## src/rtl/udma_hyper_eot_classifier.sv

```systemverilog
// Tracks the direction of each launched HyperBus transaction in an in-order FIFO
// and turns controller EOT pulses into registered read-EOT / write-EOT events.
module udma_hyper_eot_classifier #(
  parameter int unsigned DEPTH = 4,
  parameter int unsigned CNT_W = $clog2(DEPTH + 1)
) (
  input  logic             sys_clk_i,
  input  logic             rst_i,
  input  logic             clr_i,
  input  logic             trans_push_i,
  input  logic             trans_is_read_i,
  input  logic             eot_i,
  input  logic             err_clr_i,
  output logic             evt_rd_eot_o,
  output logic             evt_wr_eot_o,
  output logic [CNT_W-1:0] pending_o,
  output logic             full_o,
  output logic             empty_o,
  output logic             err_ovf_o,
  output logic             err_unf_o
);

  localparam int unsigned PTR_W = $clog2(DEPTH);
  localparam logic [CNT_W-1:0] FULL_CNT = CNT_W'(DEPTH);

  logic [DEPTH-1:0] mem_q, mem_d;
  logic [PTR_W-1:0] wr_ptr_q, wr_ptr_d;
  logic [PTR_W-1:0] rd_ptr_q, rd_ptr_d;
  logic [CNT_W-1:0] cnt_q, cnt_d;
  logic             last_dir_q, last_dir_d;
  logic             evt_rd_q, evt_rd_d;
  logic             evt_wr_q, evt_wr_d;
  logic             full_q, full_d;
  logic             empty_q, empty_d;
  logic             ovf_q, ovf_d;
  logic             unf_q, unf_d;
  logic             ovf_set, unf_set;
  logic             is_full, is_empty;

  assign is_full  = (cnt_q == FULL_CNT);
  assign is_empty = (cnt_q == '0);

  always_comb begin
    mem_d      = mem_q;
    wr_ptr_d   = wr_ptr_q;
    rd_ptr_d   = rd_ptr_q;
    cnt_d      = cnt_q;
    last_dir_d = last_dir_q;
    evt_rd_d   = 1'b0;
    evt_wr_d   = 1'b0;
    ovf_set    = 1'b0;
    unf_set    = 1'b0;

    if (clr_i) begin
      wr_ptr_d = '0;
      rd_ptr_d = '0;
      cnt_d    = '0;
    end else if (eot_i) begin
      // Simultaneous push+pop keeps the count, so a full tracker cannot overflow here.
      if (!is_empty) begin
        last_dir_d = mem_q[rd_ptr_q];
        rd_ptr_d   = rd_ptr_q + PTR_W'(1);
        if (trans_push_i) begin
          mem_d[wr_ptr_q] = trans_is_read_i;
          wr_ptr_d        = wr_ptr_q + PTR_W'(1);
        end else begin
          cnt_d = cnt_q - CNT_W'(1);
        end
      end else if (trans_push_i) begin
        last_dir_d = trans_is_read_i;
      end else begin
        unf_set = 1'b1;
      end
      evt_rd_d = last_dir_d;
      evt_wr_d = !last_dir_d;
    end else if (trans_push_i) begin
      if (is_full) begin
        ovf_set = 1'b1;
      end else begin
        mem_d[wr_ptr_q] = trans_is_read_i;
        wr_ptr_d        = wr_ptr_q + PTR_W'(1);
        cnt_d           = cnt_q + CNT_W'(1);
      end
    end

    full_d  = (cnt_d == FULL_CNT);
    empty_d = (cnt_d == '0);
    ovf_d   = (ovf_q && !err_clr_i) || ovf_set;
    unf_d   = (unf_q && !err_clr_i) || unf_set;
  end

  always_ff @(posedge sys_clk_i) begin
    if (rst_i) begin
      mem_q      <= '0;
      wr_ptr_q   <= '0;
      rd_ptr_q   <= '0;
      cnt_q      <= '0;
      last_dir_q <= 1'b0;
      evt_rd_q   <= 1'b0;
      evt_wr_q   <= 1'b0;
      full_q     <= 1'b0;
      empty_q    <= 1'b1;
      ovf_q      <= 1'b0;
      unf_q      <= 1'b0;
    end else begin
      mem_q      <= mem_d;
      wr_ptr_q   <= wr_ptr_d;
      rd_ptr_q   <= rd_ptr_d;
      cnt_q      <= cnt_d;
      last_dir_q <= last_dir_d;
      evt_rd_q   <= evt_rd_d;
      evt_wr_q   <= evt_wr_d;
      full_q     <= full_d;
      empty_q    <= empty_d;
      ovf_q      <= ovf_d;
      unf_q      <= unf_d;
    end
  end

  assign evt_rd_eot_o = evt_rd_q;
  assign evt_wr_eot_o = evt_wr_q;
  assign pending_o    = cnt_q;
  assign full_o       = full_q;
  assign empty_o      = empty_q;
  assign err_ovf_o    = ovf_q;
  assign err_unf_o    = unf_q;

endmodule

```

## config.mk

```make
export PLATFORM = sky130hd
export DESIGN_NAME = udma_hyper_eot_classifier
export DESIGN_NICKNAME = d
export VERILOG_FILES = /design/src/rtl/udma_hyper_eot_classifier.sv
export SDC_FILE = /design/constraint.sdc
export NUM_CORES = 1
export LEC_CHECK = 0
export ABC_AREA = 1
export CAP_MARGIN = 20
export CORE_UTILIZATION = 25
export CTS_CLUSTER_SIZE = 14
export DETAILED_ROUTE_END_ITERATION = 16
export REMOVE_ABC_BUFFERS = 1
export SETUP_SLACK_MARGIN = 0.3
export SKIP_LAST_GASP = 1
export SYNTH_ARGS = -nofsm -noshare
export SYNTH_HDL_FRONTEND = slang
export SYNTH_SLANG_ARGS = --single-unit
```

## constraint.sdc

```tcl
create_clock -name sys_clk_i -period 3.67 [get_ports sys_clk_i]
set_clock_uncertainty 0.2 [all_clocks]
set_input_delay 0.734 -clock sys_clk_i [delete_from_list [all_inputs] [get_ports sys_clk_i]]
set_output_delay 0.734 -clock sys_clk_i [all_outputs]
set_load 0.02 [all_outputs]
```

==> results of run 1 <==
==> path summary, 6_finish.rpt <==
check            endpoint  depth (start not counted)
max reg2reg       empty_o                          9
max          pending_o[2]                          1
min            last_dir_q                          2
min reg2reg    last_dir_q                          2
==> logic make-up after synthesis <==
family          synth area share
simple gates               0.414
buf+inv                   0.0858
flops                      0.358
compound gates            0.0547
fa+ha+maj                 0.0871
==> final cells by class <==
| cell class | instances | area (µm²) |
|---|---|---|
| clock buffer | 4 | 55.1 |
| tap | 48 | 60.1 |
| inverter | 20 | 75.1 |
| fill | 406 | 2510 |
| sequential | 18 | 360 |
| multi-input combinational | 104 | 559 |
| timing repair buffer | 15 | 150 |
==> where the power goes <==
part           internal (mW)  switching, mW  total [mW]
Clock                 0.0955         0.0719       0.167
Combinational         0.0311         0.0490      0.0801
Sequential             0.202        0.00494       0.207
==> worst reg2reg max path: stages (launching register included) <==
cell and delay, ns:
dfxtp_1 0.35, inv_1 0.12, ha_1 0.30, nand2_1 0.16, nand2_1 0.11, nand2_1 0.07, nand3_1 0.09, nand3_2 0.10
nor2_2 0.12, nor2_1 0.06
==> registers in the layout, indices dropped and copies added, names as in the netlist <==
name          flops
err_unf_o         1
evt_wr_eot_o      1
evt_rd_eot_o      1
mem_q             4
full_o            1
wr_ptr_q          2
rd_ptr_q          2
empty_o           1
last_dir_q        1
err_ovf_o         1
pending_o         3
==> per-layer routing <==
metal  share of wire  up-vias
li1                -      496
met5               0        -
met1            0.52      374
met2            0.40       22
met3           0.040        7
met4           0.036        0
==> placed cells by master (no fill, tap or decap) <==
| cell type | instances |
|---|---|
| nand2_1 | 32 |
| nor2_2 | 2 |
| a21oi_1 | 5 |
| clkdlybuf4s50_1 | 15 |
| clkbuf_8 | 4 |
| nand2_4 | 3 |
| ha_1 | 7 |
| o21ai_1 | 5 |
| nand2_2 | 4 |
| nand3_2 | 2 |
| nor2_4 | 1 |
| inv_2 | 4 |
| dfxtp_1 | 18 |
| nand4_1 | 5 |
| nand3_1 | 19 |
| o21ai_0 | 1 |
| inv_1 | 16 |
| nor2_1 | 18 |
==> Yosys cell counts, drive strengths merged <==
library cell  count  area, µm²
dfxtp            18        360
a21oi             5       25.0
nand2            39        179
buf               1       11.3
inv              20       75.1
ha                7       87.6
o21ai             6       30.0
nand3            21        115
nor2             21       91.3
nand4             5       31.3
==> metrics by stage <==
step,hold slack (ns),total power [mW],std cells,utilization,area (µm²)
finish,0.261,0.455,209,0.334,1260
global route,0.292,0.477,209,0.334,1260
floorplan,0.232,0.262,142,-,995
global placement,0.246,0.293,205,0.320,1200
CTS,0.261,0.460,209,0.334,1260
detailed placement,0.251,0.292,205,0.320,1200
==> summary.md, run 1 <==
| Metric | Value |
|---|---|
| Outcome | completed |
| Setup-failing EPs final | 0 |
| Hold path start | last_dir_q |
| Worst rel slew slack | 0.693 |
| Worst reg2reg setup slack | ~1.9 ns |
| DRT Wirelength | 2.07 mm |
| Cts repair resizes | 0 |
| I/O Buffers | 15 |
| Antenna violations before repair | 0 |
| Cts hold-fix bufs | 0 |
| First-pass DRT Iterations | 4 |
| R2r startpoint | pending_o[0] |
| RSZ-0062 raised after global routing | false |
| Io pins | 16 |
| Overall die height | 65.4 µm |
| Via density | between 4 and 5 |
| Syn_area_per_cell | approximately 7.0 µm² |
| WS Path Type | flip-flop to primary output |
| Ratio of cells with drive above 1 in the final layout | 0.124 |
| # Post-CTS Setup Buffers | 0 |
| Layer with the highest usage | met2 |
| Worst setup margin | 1.35 ns |
| Mapped Area | 1010 µm² |
| Effective utilization at floorplan | 0.267 |
| TritonCTS buffer count | 3 |
| Worst Path Required | approximately 2.7 ns |
| Peak VDD IR | ~0.13 mV |
| Area grow syn2layout | 25.2% |
| Register area share after synthesis | 0.358 |
| Nets | 176 |
| Routability Congestion | 0.824 |
| Slowest cell on crit path | clkdlybuf4s50_1 |
| CP Launch Type | flip-flop |
| CP Launch Point | pending_o[2] |
| Routing usage on met3 | 0.0208 |
| Pwr/cell area | 361 nW/µm² |
| Pleak | around 0.55 nW |
| Core area | 3770 µm² |
| Drt drc | 0 |
| CTS root buf | clkbuf_8 |
| Yosys warnings | 0 |
| CTS Buffer Depth | 2 |
| ANT nets after route | 0 |
| Max-cap violations | 0 |
| Fin Setup TNS | 0 ns |
| Highest clock rate | 0.431 GHz |
| Clk_lat worst skew | 0.26 ns |
| Post-Synthesis Cells | 143 |
| CTS clock-pin slew for the worst setup and hold paths | 0.07 ns |
| Total number of vias | around 900 |
| Worst-Margin Slew | ~0.46 ns |
| Pre-CTS WS | 1.21 ns |
| Crit share post-route | 0.633 |
| Yosys reg bits | 18 |
| FP Rows | 22 |
| Bufs and invs on worst path | 1 |
| Hold WC Path Type | flip-flop to flip-flop |
| Post-DP HPWL | 1.59 mm |
| Pin count of the biggest net entering global routing | 14 |
| H-tree depth | 1 |
| Die area | about 4300 µm² |
| Clock Sinks | 18 |
| Max FO, Critical Path | 7 |
| Met2 usage | 0.164 |
| Final-report hold violation count | 0 |
| ANT cells | 0 |
| Total track usage | 0.112 |
| Crit-path leading delay family | buffers and inverters |
| Count of different cell masters after synthesis | 17 |
| GR Util met1 | 0.147 |
| Wire per inst | 9.90 µm |
| First-pass GRT wire length | 3.62 mm |
| Worst path cell trace | clkdlybuf4s50_1 |
| Vias in the first global route | 873 |
| Min cycle time layout | 2.32 ns |
| Worst Setup End Kind | primary output |
| Pins over their slew limit | 0 |
| DR iter-0 viols | 15 |
| CTS tree | done |
| Total grt overflow | 0 |
| CP max stage delay | 0.66 ns |
| Die X | 65.4 µm |
| Worst EP arrival | 1.39 ns |
(Power assumes the default switching activity.)
==> run 2: changes to the inputs <==
==> constraint.sdc (replaced) <==
create_clock -name sys_clk_i -period 1.91 [get_ports sys_clk_i]
set_clock_uncertainty 0.2 [all_clocks]
set_input_delay 0.382 -clock sys_clk_i [delete_from_list [all_inputs] [get_ports sys_clk_i]]
set_output_delay 0.382 -clock sys_clk_i [all_outputs]
set_load 0.02 [all_outputs]
==> run 2 against run 1 <==
Utilization grew 2.8 points. Die area did not move. Routed wire length grew 9.2%. Total power increased by 94%. Sequential power up 91%. Clock-buffer cell count is the same. Worst setup slack got worse by 0.97 ns. Clock power is 87% higher. Hold slack worse by 0.0022 ns. Largest power group unchanged. Highest routed layer unchanged.
==> summary.md, run 2 (synthesis gave the netlist of run 1 again) <==
| Metric | Value |
|---|---|
| Overall die height | 65.4 µm (unchanged) |
| CP Launch Type | flip-flop |
| Final instance area | 1370 µm² (+8.3%) |
| Fill cells | 402 (-0.99%) |
| Clock power share | 0.355 (-0.013) |
| Final core utilization | 0.362 (+0.0279) |
| Wire per inst | 10.3 µm (+3.8%) |
| Total grt overflow | 0 (unchanged) |
| Routability Congestion | 0.827 (+0.30%) |
| Dpl cell area | 1290 µm² (+6.9%) |
| Area grow syn2layout | 35.7% |
| Worst Path Required | 1.33 ns (-1.41 ns) |
| Pleak | 0.656 nW (+19%) |
| Crit share post-route | 0.802 |
| Slowest cell on crit path | dfxtp_4 |
| Hold WC Path Type | flip-flop to flip-flop |
| Biggest register | mem_q |
| First-pass DRT Iterations | 4 (unchanged) |
| Worst rel slew slack | 0.839 (+0.147) |
| Most common cell after layout, fill and taps aside | nand2_1 |
| WS Path Type | flip-flop to primary output |
| R2r startpoint | pending_o[1] |
| Pwr/cell area | 647 nW/µm² (+79%) |
| Power share of the sequential group | 0.449 (-0.007) |
| Pins over their slew limit | 0 (unchanged) |
| Ratio of cells with drive above 1 in the final layout | 0.221 (+0.0967) |
| Crit-path leading delay family | flip-flops |
| Post-DP HPWL | 1.75 mm (+10%) |
| CTS Buffer Depth | 2 (unchanged) |
| Highest clock rate | 0.653 GHz |
| CTS tree | done |
| Total track usage | 0.117 (+0.00412) |
| TritonCTS buffer count | 3 (unchanged) |
| DRT Wirelength | 2.26 mm (+9.2%) |
| Antenna violations before repair | 0 (unchanged) |
| H-tree depth | 1 (unchanged) |
| Min cycle time layout | 1.53 ns |
| Most frequent cells in the layout | nand2_1 (31), nor2_1 (18), nand3_1 (17) |
| RSZ-0062 raised after global routing | false |
| Nets | 187 (+6.3%) |
| Die area | 4280 µm² (unchanged) |
| Core area | 3770 µm² (unchanged) |
| Worst-Margin Slew | 0.241 ns (-0.218 ns) |
| DR iter-0 viols | 61 (+46) |
| Clock Sinks | 18 (unchanged) |
| Total number of vias | 943 (+4.9%) |
| Pin count of the biggest net entering global routing | 11 (-3) |
| Clk_lat worst skew | 0.25 ns (about the same) |
| Effective utilization at floorplan | 0.267 (unchanged) |
| Io pins | 16 (unchanged) |
| Final-report hold violation count | 0 (unchanged) |
| Via density | 4.29 (-0.35%) |
| CTS clock-pin slew for the worst setup and hold paths | 0.07 ns (about the same) |
| CP Launch Point | pending_o[1] |
| Bufs and invs on worst path | 1 (unchanged) |
| Combinational share of power | 0.196 (+0.020) |
| Hold path start | last_dir_q |
| Sw Share | 0.273 (-0.00418) |
| First-pass GRT wire length | 3.84 mm (+6.1%) |
| Setup-failing EPs final | 0 (unchanged) |
| ANT nets after route | 0 (unchanged) |
| I/O Buffers | 15 (unchanged) |
| Drt drc | 0 (unchanged) |
| Worst Setup End Kind | primary output |
| Worst EP arrival | 0.95 ns (-0.44 ns) |
| Die X | 65.4 µm (unchanged) |
| Power Total | 0.883 mW (+94%) |
| Peak VDD IR | 0.517 mV (+290%) |
| FP Rows | 22 (unchanged) |
| Max reg flops | 4 (unchanged) |
| CP max stage delay | 0.37 ns (-0.29 ns) |
| Worst path cell trace | dlygate4sd2_1 |
| ANT cells | 0 (unchanged) |
| Max FO, Critical Path | 5 (-2) |
| Outcome | completed |
| P_int | 0.642 mW (+95%) |
| Max-cap violations | 0 (unchanged) |
| CTS root buf | clkbuf_8 |
| NetSw | 0.241 mW (+91%) |
| Vias in the first global route | 846 (-3.1%) |
run 2: cell count changes in the layout (fill, tap and decap cells not counted), sizes merged:
cell / delta
dlygate4sd2: +10
clkdlybuf4s50: -11
buf: +11
dlymetal6s2s: +1
run 2: routing by layer:
metal  wire length [µm]  track usage
met4                 21       0.0245
met5                  0            0
met1               1160        0.162
met2                978        0.177
met3                100       0.0330
run 2: cell type report:
cell class / instances / area, µm² / share of cell area
clock buffers: 4 / 55.1 / 0.0403
flip-flops and latches: 18 / 368 / 0.269
repair buffers: 26 / 223 / 0.163
multi-input cells: 104 / 584 / 0.428
well taps: 48 / 60.1 / 0.0440
inverters: 20 / 75.1 / 0.0550
run 2: repair_timing:
action                                  CTS  global route
endpoints found under the hold margin     0             0
cloned                                    0             0
endpoints found under the setup margin   19            11
hold buffers                              0             0
resized for setup                        14             7
pin swaps                                 0             0
setup buffers                             0             0
run 2: metrics by stage:
step                setup TNS, ns  hold WS [ns]  std cells  setup WS [ns]
floorplan                       0         0.232        142          0.195
CTS                             0         0.262        220          0.312
finish                          0         0.258        220          0.378
global placement          -0.0290         0.248        216        -0.0290
detailed placement        -0.0251         0.252        216        -0.0251
global route                    0         0.270        220          0.307
run 2: power by group through the flow:
stage / logic [mW] / clock network [mW] / registers, mW
3_3_place_gp: 0.171 / 0 / 0.406
2_1_floorplan: 0.0877 / 0 / 0.416
6_report: 0.173 / 0.313 / 0.396
5_1_grt: 0.190 / 0.337 / 0.398
3_5_place_dp: 0.172 / 0 / 0.406
4_1_cts: 0.170 / 0.323 / 0.398
run 2: final timing paths:
kind                                      to  slack [ns]  depth (start not counted)
worst max-delay path            pending_o[1]        0.38                          1
worst max register to register       empty_o        0.41                          9
worst min register to register    last_dir_q        0.26                          2
worst min-delay path              last_dir_q        0.26                          2
